### src/rtl/pipe_ctrl_chain_pkg.sv
// Shared definitions for the control-path pipeline: bundle field offsets,
// FSM state encoding and the bubble value.
package pipe_ctrl_pkg;

  localparam int CTRL_W_DEFAULT = 10;

  // Field offsets inside one control bundle: S is 2 bits, ALUControl is 3 bits
  localparam int REGWRITE_BIT = 0;
  localparam int MEMWRITE_BIT = 1;
  localparam int MEMTOREG_BIT = 2;
  localparam int ALUSRC_BIT   = 3;
  localparam int SBIT_LSB     = 4;
  localparam int ALUCTRL_LSB  = 6;
  localparam int PCSRC_BIT    = 9;

  typedef enum logic [1:0] {
    RUN    = 2'd0,
    DRAIN  = 2'd1,
    HALTED = 2'd2
  } pipe_state_t;

  // All-zero bundle: no register write and no memory write
  localparam logic [CTRL_W_DEFAULT-1:0] BUBBLE = '0;

endpackage

### src/rtl/pipe_ctrl_chain_if.sv
// Decode-side handshake and per-stage control outputs of the control pipeline.
interface pipe_ctrl_chain_if #(
  parameter int CTRL_W = 10,
  parameter int STAGES = 3
);
  logic [CTRL_W-1:0]        ctrl_in;
  logic                     valid_in;
  logic                     stall_in;
  logic [STAGES-1:0]        flush_in;
  logic [STAGES*CTRL_W-1:0] ctrl_out;
  logic [STAGES-1:0]        valid_out;

  modport master (
    output ctrl_in, valid_in, stall_in, flush_in,
    input  ctrl_out, valid_out
  );

  modport slave (
    input  ctrl_in, valid_in, stall_in, flush_in,
    output ctrl_out, valid_out
  );
endinterface

### src/rtl/pipe_ctrl_chain_stage.sv
// One registered control stage: valid bit plus bundle, with flush and load select.
module pipe_ctrl_stage
  import pipe_ctrl_pkg::*;
#(
  parameter int CTRL_W = CTRL_W_DEFAULT
) (
  input  logic              clk,
  input  logic              reset,
  input  logic              flush,
  input  logic              load,
  input  logic              valid_d,
  input  logic [CTRL_W-1:0] ctrl_d,
  output logic              valid_q,
  output logic [CTRL_W-1:0] ctrl_q
);

  // Flush beats load; anything not loaded becomes a bubble
  always_ff @(posedge clk) begin
    if (reset || flush || !load) begin
      valid_q <= 1'b0;
      ctrl_q  <= CTRL_W'(BUBBLE);
    end else begin
      valid_q <= valid_d;
      ctrl_q  <= ctrl_d;
    end
  end

endmodule

### src/rtl/pipe_ctrl_chain.sv
// Control-path pipeline ID/EX..MEM/WB with stall, flush, halt/drain FSM and counters.
// Define PIPE_PERF_CNT_EN to build the stall and bubble counters.
module pipe_ctrl_chain
  import pipe_ctrl_pkg::*;
#(
  parameter int CTRL_W = CTRL_W_DEFAULT,
  parameter int STAGES = 3,
  parameter int CNT_W  = 32
) (
  input  logic             clk,
  input  logic             reset,
  pipe_ctrl_chain_if.slave bus,
  input  logic             halt_req,
  input  logic             resume_in,
  output logic             pc_enable,
  output logic             if_id_enable,
  output logic             halted,
  output logic [CNT_W-1:0] retired_count,
  output logic [CNT_W-1:0] stall_count,
  output logic [CNT_W-1:0] bubble_count
);

  pipe_state_t       state;
  logic              accept;
  logic              fetch_en;
  logic [STAGES-1:0] valid_q;
  logic [STAGES-1:0] next_valid;
  logic [CTRL_W-1:0] ctrl_q [STAGES];

  assign accept       = bus.valid_in && (state == RUN) && !bus.stall_in;
  assign fetch_en     = (state == RUN) && !bus.stall_in;
  assign pc_enable    = fetch_en;
  assign if_id_enable = fetch_en;

  // Valids the stages will hold after this edge; DRAIN finishes when all are zero
  always_comb begin
    next_valid    = '0;
    next_valid[0] = accept && !bus.flush_in[0];
    for (int k = 1; k < STAGES; k++) begin
      next_valid[k] = valid_q[k-1] && !bus.flush_in[k];
    end
  end

  for (genvar k = 0; k < STAGES; k++) begin : g_stage
    logic              load;
    logic              valid_d;
    logic [CTRL_W-1:0] ctrl_d;

    if (k == 0) begin : g_head
      assign load    = accept;
      assign valid_d = 1'b1;
      assign ctrl_d  = bus.ctrl_in;
    end else begin : g_tail
      assign load    = 1'b1;
      assign valid_d = valid_q[k-1];
      assign ctrl_d  = ctrl_q[k-1];
    end

    pipe_ctrl_stage #(.CTRL_W(CTRL_W)) u_stage (
      .clk     (clk),
      .reset   (reset),
      .flush   (bus.flush_in[k]),
      .load    (load),
      .valid_d (valid_d),
      .ctrl_d  (ctrl_d),
      .valid_q (valid_q[k]),
      .ctrl_q  (ctrl_q[k])
    );
  end

  always_comb begin
    bus.ctrl_out = '0;
    for (int k = 0; k < STAGES; k++) begin
      bus.ctrl_out[k*CTRL_W +: CTRL_W] = ctrl_q[k];
    end
  end
  assign bus.valid_out = valid_q;

  // halt_req wins over resume_in in RUN; halted trails the state by one edge
  always_ff @(posedge clk) begin
    if (reset) begin
      state  <= RUN;
      halted <= 1'b0;
    end else begin
      halted <= (state == HALTED);
      case (state)
        RUN:     if (halt_req) state <= DRAIN;
        DRAIN:   if (next_valid == '0) state <= HALTED;
        HALTED:  if (resume_in) state <= RUN;
        default: state <= RUN;
      endcase
    end
  end

  always_ff @(posedge clk) begin
    if (reset) begin
      retired_count <= '0;
    end else if (valid_q[STAGES-1]) begin
      retired_count <= retired_count + CNT_W'(1);
    end
  end

`ifdef PIPE_PERF_CNT_EN
  logic [CNT_W-1:0] stall_cnt_q;
  logic [CNT_W-1:0] bubble_cnt_q;

  // A stall and a stage-0 flush in the same cycle make a single bubble
  always_ff @(posedge clk) begin
    if (reset) begin
      stall_cnt_q  <= '0;
      bubble_cnt_q <= '0;
    end else if (state == RUN) begin
      if (bus.stall_in) begin
        stall_cnt_q <= stall_cnt_q + CNT_W'(1);
      end
      if (bus.stall_in || bus.flush_in[0]) begin
        bubble_cnt_q <= bubble_cnt_q + CNT_W'(1);
      end
    end
  end

  assign stall_count  = stall_cnt_q;
  assign bubble_count = bubble_cnt_q;
`else
  assign stall_count  = '0;
  assign bubble_count = '0;
`endif

endmodule

### src/flat_wrapper.sv
// flat-port wrapper written by rule: the top's interface ports become plain ports
module pipe_ctrl_chain_flat import pipe_ctrl_pkg::*;
#(
  parameter int CTRL_W = CTRL_W_DEFAULT,
  parameter int STAGES = 3,
  parameter int CNT_W  = 32
)
  (clk, reset, halt_req, resume_in, pc_enable, if_id_enable, halted, retired_count, stall_count, bubble_count, bus_ctrl_in, bus_valid_in, bus_stall_in, bus_flush_in, bus_ctrl_out, bus_valid_out);
  pipe_ctrl_chain_if #(.CTRL_W(CTRL_W), .STAGES(STAGES)) bus_i ();
  input  logic clk;
  input  logic reset;
  input  logic halt_req;
  input  logic resume_in;
  output logic pc_enable;
  output logic if_id_enable;
  output logic halted;
  output logic [CNT_W-1:0] retired_count;
  output logic [CNT_W-1:0] stall_count;
  output logic [CNT_W-1:0] bubble_count;
  input wire logic [$bits(bus_i.ctrl_in)-1:0] bus_ctrl_in;
  input wire logic [$bits(bus_i.valid_in)-1:0] bus_valid_in;
  input wire logic [$bits(bus_i.stall_in)-1:0] bus_stall_in;
  input wire logic [$bits(bus_i.flush_in)-1:0] bus_flush_in;
  output wire logic [$bits(bus_i.ctrl_out)-1:0] bus_ctrl_out;
  output wire logic [$bits(bus_i.valid_out)-1:0] bus_valid_out;
  assign bus_i.ctrl_in = bus_ctrl_in;
  assign bus_i.valid_in = bus_valid_in;
  assign bus_i.stall_in = bus_stall_in;
  assign bus_i.flush_in = bus_flush_in;
  assign bus_ctrl_out = bus_i.ctrl_out;
  assign bus_valid_out = bus_i.valid_out;
  pipe_ctrl_chain #(.CTRL_W(CTRL_W), .STAGES(STAGES), .CNT_W(CNT_W)) u_core (.clk(clk), .reset(reset), .bus(bus_i), .halt_req(halt_req), .resume_in(resume_in), .pc_enable(pc_enable), .if_id_enable(if_id_enable), .halted(halted), .retired_count(retired_count), .stall_count(stall_count), .bubble_count(bubble_count));
endmodule
### config.mk
export PLATFORM = sky130hd
export DESIGN_NAME = pipe_ctrl_chain_flat
export DESIGN_NICKNAME = d
export VERILOG_FILES = /design/src/rtl/pipe_ctrl_chain_pkg.sv /design/src/rtl/pipe_ctrl_chain_if.sv /design/src/rtl/pipe_ctrl_chain_stage.sv /design/src/rtl/pipe_ctrl_chain.sv /design/src/flat_wrapper.sv
export SDC_FILE = /design/constraint.sdc
export NUM_CORES = 1
export LEC_CHECK = 0
export ABC_AREA = 0
export BUFFER_PORTS_ARGS = -buffer_cell sky130_fd_sc_hd__buf_2
export CELL_PAD_IN_SITES_DETAIL_PLACEMENT = 1
export CELL_PAD_IN_SITES_GLOBAL_PLACEMENT = 2
export CORE_MARGIN = 5
export CORE_UTILIZATION = 27
export CTS_CLUSTER_SIZE = 40
export DETAILED_ROUTE_END_ITERATION = 16
export PLACE_DENSITY = 0.78
export SYNTH_ARGS = -nofsm -noshare
export SYNTH_HDL_FRONTEND = slang
export SYNTH_HIERARCHICAL = 1
export SYNTH_SLANG_ARGS = --single-unit
### constraint.sdc
create_clock -name clk -period 3 [get_ports clk]
set_clock_uncertainty 0.1 [all_clocks]
set_input_delay 0.3 -clock clk [delete_from_list [all_inputs] [get_ports clk]]
set_output_delay 0.3 -clock clk [all_outputs]
set_load 0.05 [all_outputs]
=== Word-level counts from Yosys, hierarchy flattened ===
Cells that the tools add are included.

* Register bits after elaboration: 68
* Latch bits: 0
* Bits in writable memories: 0
* Memory bits (read-only): 0
* Bits of input ports: 19
* Output and inout bits: 132
* Word-level logic and storage cells: 38
* Memories kept: 0

* Add/subtract/negate cells: 1
* Multiply operators: 0
* Divide/modulo/power cells: 0
* $lt $le $gt $ge: 0
* Equal/unequal tests: 5
* Shift operators: 0
* Muxes and demuxes: 5
* Bitwise gates (word level): 0
* Reduce and logical (&&, ||, !) cells: 18

{| class="wikitable"
|+ Operator list
! kind !! number
|-
| $add A32 B1 Y32 const B || 1
|-
| $logic_and A1 B1 Y1 || 6
|-
| $mux W2 || 3
|-
| $pmux W2 S3 || 1
|-
| $logic_not A1 Y1 || 5
|-
| $logic_or A1 B1 Y1 || 4
|-
| $ne A2 B2 Y1 const B || 2
|-
| $logic_not A3 Y1 || 1
|-
| $reduce_and A3 Y1 || 1
|-
| $eq A2 B1 Y1 const B || 1
|-
| $eq A2 B2 Y1 const B || 1
|-
| $logic_not A2 Y1 || 1
|-
| $ne A2 B1 Y1 const B || 1
|-
| $mux W1 || 1
|}

=== Longest topological paths before layout ===
Gate-level depths: netlist of run 1.

* Depth in word-level cells: 7
* Mapped depth: 7
* Mapped depth without buffers: 5

=== By module ===
Netlist of run 1, hierarchy kept.

{| class="wikitable"
|+ By module, submodules not included
! module !! times used !! cells an instance !! area each (µm²) !! sequential area each (µm²)
|-
| pipe_ctrl_chain || 1 || 268 || 2244.7 || 700.7
|-
| pipe_ctrl_stage || 3 || 25 || 357.8 || 220.2
|}

=== Worst setup path before layout of run 1 ===
No wires, ideal clock.

* Kind: register -> register
* Start point: reg u_core.retired_count[0]
* End point: reg u_core.retired_count[24]
* Arrival time: 2349 ps
* Data required time: 2779 ps
* Path slack: 430 ps
* Stages on the path, launching flop included: 8
* Path buffers: 2
* Path through: dfxtp_1 > ha_1 > nand3_1 > or2_2 > clkbuf_1 > buf_6 > nor4_1 > mux2_2

* Word-level cells in the longest chain between the ends: 1

{| class="wikitable"
|+ Ends and longest elaborated chain
! what !! line !! source
|-
| from (decl) || pipe_ctrl_chain.sv:18 || <nowiki>output logic [CNT_W-1:0] retired_count,</nowiki>
|-
| from (signal assigned) || pipe_ctrl_chain.sv:99 || <nowiki>retired_count <= retired_count + CNT_W'(1);</nowiki>
|-
| $add A32 B1 Y32 || pipe_ctrl_chain.sv:99 ||
|}

Every way passes these cells.
A chain may end at the register's enable or synchronous reset.

=== Worst setup path in the final report of run 1 ===
* Start point: reg u_core.retired_count[7]
* End point: reg u_core.retired_count[29]

The elaborated chain is that of the path after synthesis.

==> impl_metrics.env, run 1 <==
export IMPL_rr_endpoint="u_core/retired_count[29]"
export IMPL_chipHeight_um=121
export IMPL_final_min_clock_period_ns=2.36
export IMPL_synth_top_cells_by_area="sky130_fd_sc_hd__dfxtp_1, sky130_fd_sc_hd__buf_4, sky130_fd_sc_hd__nor4bb_1"
export IMPL_gp_routability_congestion=0.755
export IMPL_layout_area_overhead_vs_synth_pct=14.9
export IMPL_place_detailed_hpwl_mm=6.15
export IMPL_io_pins=151
export IMPL_cell_count_after_placement=554
export IMPL_placedInstanceArea_mm2=0.00351
export IMPL_cts_repair_resize_count=0
export IMPL_endpoint_kind="flip-flop"
export IMPL_sequential_to_total_area_share_from_yosys_stat=0.410
export IMPL_root_buffer="sky130_fd_sc_hd__clkbuf_16"
export IMPL_route_antenna_remaining_nets=0
export IMPL_worst_setup_timing_slack_at_the_placement_stage_ns=0.646
export IMPL_whs_ns=0.0897
export IMPL_synth_flop_cell="sky130_fd_sc_hd__dfxtp_1"
export IMPL_ys_ff_latch=68
export IMPL_synth_top_cell_area_share=0.410
export IMPL_cts_sinks=68
export IMPL_final_area_mm2=0.00381
export IMPL_commonest_cells_after_routing_fill_and_taps_aside="sky130_fd_sc_hd__buf_2, sky130_fd_sc_hd__conb_1, sky130_fd_sc_hd__dfxtp_1"
export IMPL_drive_above_1_share=0.267
export IMPL_grt_remaining_overflow=0
export IMPL_hold_vio_cnt_final=0
export IMPL_post_cts_buffers=0
export IMPL_yosys_warning_total=6
export IMPL_cts_buffer_depth=2
export IMPL_hold_end="u_core/state[0]"
export IMPL_rsz_0062_raised_after_global_routing="no"
export IMPL_grt_max_degree=50
export IMPL_mean_area_per_synthesized_cell_um2=9.67
export IMPL_h_tree_level_count=3
export IMPL_utilization=0.318
export IMPL_timing_critical_path_from_type="flip-flop"
export IMPL_asyncSetResetFlopFracSynth=0
export IMPL_cellPowerDensity_mw_per_mm2=593
export IMPL_cts_reportedPaths_clkPinSlew_ns=0.06
export IMPL_vdd_ir_drop_max_v=0.000215
export IMPL_worst_setup_path_type="flip-flop to flip-flop"
export IMPL_finalMaxSlewViolations=0
export IMPL_placementRows=40
export IMPL_rrSetupSlack_ns=0.64
export IMPL_number_of_violations_reported_at_the_end_of_detailed_routing_iteration_0=61
export IMPL_synth_enable_flop_cells=0
export IMPL_synthesis_area_mm2=0.00332
export IMPL_layoutNonFillerInstCount=570
export IMPL_hold_path_class="input pin to flip-flop"
export IMPL_maxCapViolations=0
export IMPL_grtUsageTotal=0.111
export IMPL_power_static_leakage_nw=1.65
export IMPL_numCtsBuffers=9
export IMPL_path_max_fanout=25
export IMPL_relSlewSlack=0.388
export IMPL_synth_cell_type_count=40
export IMPL_hold_start="halt_req"
export IMPL_run_status="finished, final reports clean"
export IMPL_initial_antenna_violation_count=0
export IMPL_critical_path_reg2reg_startpoint="u_core/retired_count[7]"
export IMPL_drc=0
export IMPL_chipWidth_um=121
export IMPL_final_common_cell="sky130_fd_sc_hd__buf_2"
export IMPL_fin_tns_setup_ns=0
export IMPL_floorplan_initialDensity=0.276
export IMPL_buffers_added_on_ports=86
export IMPL_cts_tree="yes"
export IMPL_clkLatencyLatePin_ns=0.34
export IMPL_final_critical_path_setup_slack_ns=0.642
export IMPL_cp_data_required_time_ns=3.12
export IMPL_detail_route_wl_per_cell_um=14.4
export IMPL_placeableCoreArea_mm2=0.0120
export IMPL_grt_pass1_vias=2490
export IMPL_dr_total_vias=2549
export IMPL_die_area_mm2=0.0146
export IMPL_diodes=0
export IMPL_worstPathArrival_ns=2.48
export IMPL_drt_pass1_iter_count=4
export IMPL_r2r_worst_path_cells=4
export IMPL_min_path_cells=2
export IMPL_setup_viol=0
export IMPL_finalCritPeriodShare=0.786
export IMPL_wire_length_of_the_first_global_routing_pass_mm=12.8
export IMPL_post_cts_hold_buffer_count=0
export IMPL_p_total_mw=2.26
export IMPL_num_nets_final=438
export IMPL_fillerInstances=1431
export IMPL_detail_route_vias_per_cell=4.47
export IMPL_synth_largest_area_cell="sky130_fd_sc_hd__dfxtp_1"
export IMPL_route_final_wire_length_mm=8.22
export IMPL_achievable_freq_ghz=0.424
export IMPL_worst_slew_pin_transition_ns=0.917
export IMPL_postSynthCellCount=343
## how the worst max path moves through the flow
| stage | from | end | slack [ns] |
|---|---|---|---|
| after floorplan | u_core/retired_count[0] | u_core/retired_count[24] | 0.43 |
| after global placement | u_core/retired_count[7] | u_core/retired_count[31] | 0.74 |
| after detailed placement | u_core/retired_count[7] | u_core/retired_count[29] | 0.65 |
| after CTS | u_core/retired_count[7] | u_core/retired_count[29] | 0.63 |
| after global routing | u_core/retired_count[7] | u_core/retired_count[30] | 0.47 |
| final | u_core/retired_count[7] | u_core/retired_count[29] | 0.64 |
## area by class of cell
| class | instances | area [µm²] | share of cell area |
|---|---|---|---|
| sequential | 68 | 1360 | 0.357 |
| tap | 147 | 184 | 0.0482 |
| clock inverter | 7 | 81.3 | 0.0213 |
| multi-input combinational | 244 | 1490 | 0.392 |
| inverter | 8 | 30.0 | 0.00787 |
| timing repair buffer | 87 | 438 | 0.115 |
| clock buffer | 9 | 225 | 0.0591 |
## worst max-delay path: stages, from the launching register on
cell and delay (ns):
sky130_fd_sc_hd__dfxtp_1 0.41, sky130_fd_sc_hd__nand4_2 0.18, sky130_fd_sc_hd__or3_1 0.74, sky130_fd_sc_hd__nor4_1 0.43, sky130_fd_sc_hd__mux2_2 0.38
## cells by family (layout without fill, tap and decap cells)
family / after synthesis / after routing / synth area share
flip-flops: 68 / 68 / 0.410
buffers and inverters: 98 / 111 / 0.215
adder cells (fa/ha/maj): 1 / 1 / 0.00377
AND/OR/NAND/NOR: 123 / 123 / 0.257
XOR/XNOR: 11 / 11 / 0.0290
other: 2 / 69 / 0.00226
multiplexers: 5 / 5 / 0.0166
AO/OA/AOI/OAI: 35 / 35 / 0.0656
## flip-flops by register name (all words and copies together), names as in the netlist
| signal | cells |
|---|---|
| u_core/halted | 1 |
| u_core/g_stage.u_stage/valid_q | 3 |
| u_core/state | 2 |
| u_core/g_stage.u_stage/ctrl_q | 30 |
| u_core/retired_count | 32 |
## per-layer routing
layer | GRT usage | vias up | wire length (µm)
met5 | 0 | - | 0
met4 | 0.0531 | 0 | 159
met3 | 0.0308 | 13 | 534
met2 | 0.178 | 103 | 4010
met1 | 0.136 | 1198 | 3520
li1 | - | 1235 | -
## power breakdown
part / total (mW) / internal [mW] / switching (mW)
logic: 0.265 / 0.0294 / 0.236
clock network: 1.09 / 0.656 / 0.429
registers: 0.913 / 0.909 / 0.00415
total: 2.26 / 1.59 / 0.669
## Yosys cell counts (5+ instances only)
cell	number
sky130_fd_sc_hd__nand4_1	7
sky130_fd_sc_hd__nor2_1	19
sky130_fd_sc_hd__nor3_1	5
sky130_fd_sc_hd__nand2_1	11
sky130_fd_sc_hd__buf_4	67
sky130_fd_sc_hd__xnor2_1	8
sky130_fd_sc_hd__dfxtp_1	68
sky130_fd_sc_hd__nand3_1	7
sky130_fd_sc_hd__o31ai_1	12
sky130_fd_sc_hd__inv_1	8
sky130_fd_sc_hd__nor4bb_1	33
sky130_fd_sc_hd__clkbuf_2	5
sky130_fd_sc_hd__buf_6	10
sky130_fd_sc_hd__or4_1	13
sky130_fd_sc_hd__nor4_1	6
sky130_fd_sc_hd__a21oi_1	16
No activity file was read; power rests on OpenSTA's default activity.
==> run 2, diff against run 1 <==
- CORE_UTILIZATION: 27 -> 24
- PLACE_DENSITY: 0.78 -> 0.73
- clock period: 3 -> 2.07 ns (I/O delays scaled with it)
==> run 2 against run 1 <==
  * Worst setup slack worse by 0.53 ns
  * Die area up 11%
  * Sequential power up 43%
  * Clock power up 41%
  * Routed wire length up 5.5%
  * Worst hold slack worse by 0.049 ns
  * First-iteration DRC count up 15%
  * Critical path depth up 1
  * Via count up 1.0%
  * Final area up 6.6%
  * Sequential cell count unchanged
  * Combinational power up 48%
  * Critical path type unchanged
  * Critical endpoint is now u_core/retired_count[27]
  * Largest cell class unchanged
  * Largest power group unchanged
  * Highest routed layer unchanged
==> impl_metrics.env, run 2 (same netlist as run 1, synthesis figures left out) <==
export IMPL_run_status="finished, final reports clean"
export IMPL_layoutNonFillerInstCount=617
export IMPL_r2r_worst_path_cells=5
export IMPL_whs_ns=0.0403
export IMPL_num_nets_final=452
export IMPL_final_common_cell="sky130_fd_sc_hd__buf_2"
export IMPL_maxCapViolations=0
export IMPL_place_detailed_hpwl_mm=6.58
export IMPL_worst_slew_pin_transition_ns=0.650
export IMPL_grt_remaining_overflow=0
export IMPL_critPathLaunch="u_core/retired_count[1]"
export IMPL_number_of_violations_reported_at_the_end_of_detailed_routing_iteration_0=70
export IMPL_timing_critical_path_from_type="flip-flop"
export IMPL_gp_routability_congestion=0.713
export IMPL_cp_data_required_time_ns=2.23
export IMPL_final_min_clock_period_ns=1.96
export IMPL_chipWidth_um=128
export IMPL_power_static_leakage_nw=1.75
export IMPL_endpoint_kind="flip-flop"
export IMPL_grt_max_degree=35
export IMPL_chipHeight_um=128
export IMPL_numCtsBuffers=9
export IMPL_rr_endpoint="u_core/retired_count[27]"
export IMPL_wire_length_of_the_first_global_routing_pass_mm=13.6
export IMPL_cellPowerDensity_mw_per_mm2=797
export IMPL_finalMaxSlewViolations=0
export IMPL_detail_route_vias_per_cell=4.17
export IMPL_root_buffer="sky130_fd_sc_hd__clkbuf_16"
export IMPL_diodes=0
export IMPL_vdd_ir_drop_max_v=0.000352
export IMPL_final_critical_path_setup_slack_ns=0.108
export IMPL_rrSetupSlack_ns=0.11
export IMPL_dr_total_vias=2575
export IMPL_detail_route_wl_per_cell_um=14.1
export IMPL_hold_vio_cnt_final=0
export IMPL_h_tree_level_count=3
export IMPL_initial_antenna_violation_count=0
export IMPL_number_of_flip_flops_in_the_largest_register=32
export IMPL_setup_viol=0
export IMPL_worst_setup_timing_slack_at_the_placement_stage_ns=0.0614
export IMPL_top_register="u_core/retired_count"
export IMPL_floorplan_initialDensity=0.242
export IMPL_finalCritPeriodShare=0.948
export IMPL_cts_reportedPaths_clkPinSlew_ns=0.06
export IMPL_io_pins=151
export IMPL_critical_path_reg2reg_startpoint="u_core/retired_count[1]"
export IMPL_commonest_cells_after_routing_fill_and_taps_aside="sky130_fd_sc_hd__buf_2, sky130_fd_sc_hd__conb_1, sky130_fd_sc_hd__dfxtp_1"
export IMPL_endpoint_of_the_worst_setup_timing_path="u_core/retired_count[27]"
export IMPL_largest_registers="u_core/retired_count (32), u_core/g_stage.u_stage/ctrl_q (30), u_core/g_stage.u_stage/valid_q (3)"
export IMPL_worstPathArrival_ns=2.12
export IMPL_path_max_fanout=3
export IMPL_grt_pass1_vias=2590
export IMPL_hold_path_class="input pin to flip-flop"
export IMPL_buffers_added_on_ports=86
export IMPL_drt_pass1_iter_count=4
export IMPL_cts_tree="yes"
export IMPL_fin_tns_setup_ns=0
export IMPL_cts_sinks=68
export IMPL_clkLatencyLatePin_ns=0.33
export IMPL_drc=0
export IMPL_route_antenna_remaining_nets=0
export IMPL_placedInstanceArea_mm2=0.00374
export IMPL_route_final_wire_length_mm=8.68
export IMPL_die_area_mm2=0.0163
export IMPL_achievable_freq_ghz=0.510
export IMPL_p_total_mw=3.24
export IMPL_grtUsageTotal=0.106
export IMPL_rsz_0062_raised_after_global_routing="no"
export IMPL_placementRows=43
export IMPL_relSlewSlack=0.567
export IMPL_worst_setup_path_type="flip-flop to flip-flop"
export IMPL_cell_count_after_placement=600
export IMPL_drive_above_1_share=0.350
export IMPL_final_area_mm2=0.00407
export IMPL_cts_buffer_depth=2
export IMPL_layout_area_overhead_vs_synth_pct=22.5
export IMPL_utilization=0.296
export IMPL_placeableCoreArea_mm2=0.0137
-- run 2: changes by cell type in the layout (fill, tap and decap cells not counted), sizes merged --
cell and delta:
buf +13, inv -4, clkinvlp +1, clkinv +2, dlygate4sd3 +1, clkbuf +1
-- run 2: repair_timing --
action / 4_1_cts / 5_1_grt
setup buffers: 0 / 0
hold buffers: 1 / 0
hold endpoints to repair: 1 / 0
gates resized for setup: 0 / 3
endpoints found under the setup margin: 0 / 10
-- run 2: layout make-up --
cell class                      count  area [µm²]
Inverter                            8        30.0
Multi-Input combinational cell    244        1530
Clock buffer                       10         239
Tap cell                          180         225
Clock inverter                      6        63.8
Timing Repair Buffer              101         558
Sequential cell                    68        1420
Fill cell                        1637        9650
-- run 2: worst max-delay path, cell delays in order (launching register included) --
cell and delay [ns]:
sky130_fd_sc_hd__dfxtp_4 0.34, sky130_fd_sc_hd__buf_4 0.13, sky130_fd_sc_hd__nand4_4 0.11, sky130_fd_sc_hd__or4b_1 0.57, sky130_fd_sc_hd__or4_1 0.49, sky130_fd_sc_hd__a21oi_1 0.15
-- run 2: where the power goes --
part / leakage (nW) / internal [mW] / switching [mW] / total [mW]
Sequential: 0.563 / 1.30 / 0.00747 / 1.31
Clock: 0.144 / 0.962 / 0.577 / 1.54
Combinational: 1.04 / 0.0469 / 0.344 / 0.391
Total: 1.75 / 2.31 / 0.929 / 3.24
-- run 2: worst min-delay path by stage --
stage                                                      to  depth (start not counted)             from
after floorplan           u_core/g_stage[0].u_stage/ctrl_q[9]                          1  bus_flush_in[0]
after global placement                        u_core/state[0]                          2         halt_req
after detailed placement                      u_core/state[0]                          2         halt_req
after CTS                 u_core/g_stage[0].u_stage/ctrl_q[9]                          2   bus_ctrl_in[9]
final                     u_core/g_stage[0].u_stage/ctrl_q[9]                          2   bus_ctrl_in[9]
after global routing      u_core/g_stage[0].u_stage/ctrl_q[9]                          2   bus_ctrl_in[9]
-- run 2: layer usage --
layer / track usage / wire (µm) / vias to the layer above
li1: - / - / 1265
met1: 0.131 / 3870 / 1205
met2: 0.172 / 4090 / 90
met3: 0.0247 / 481 / 15
met4: 0.0549 / 233 / 0
met5: 0 / 0 / -
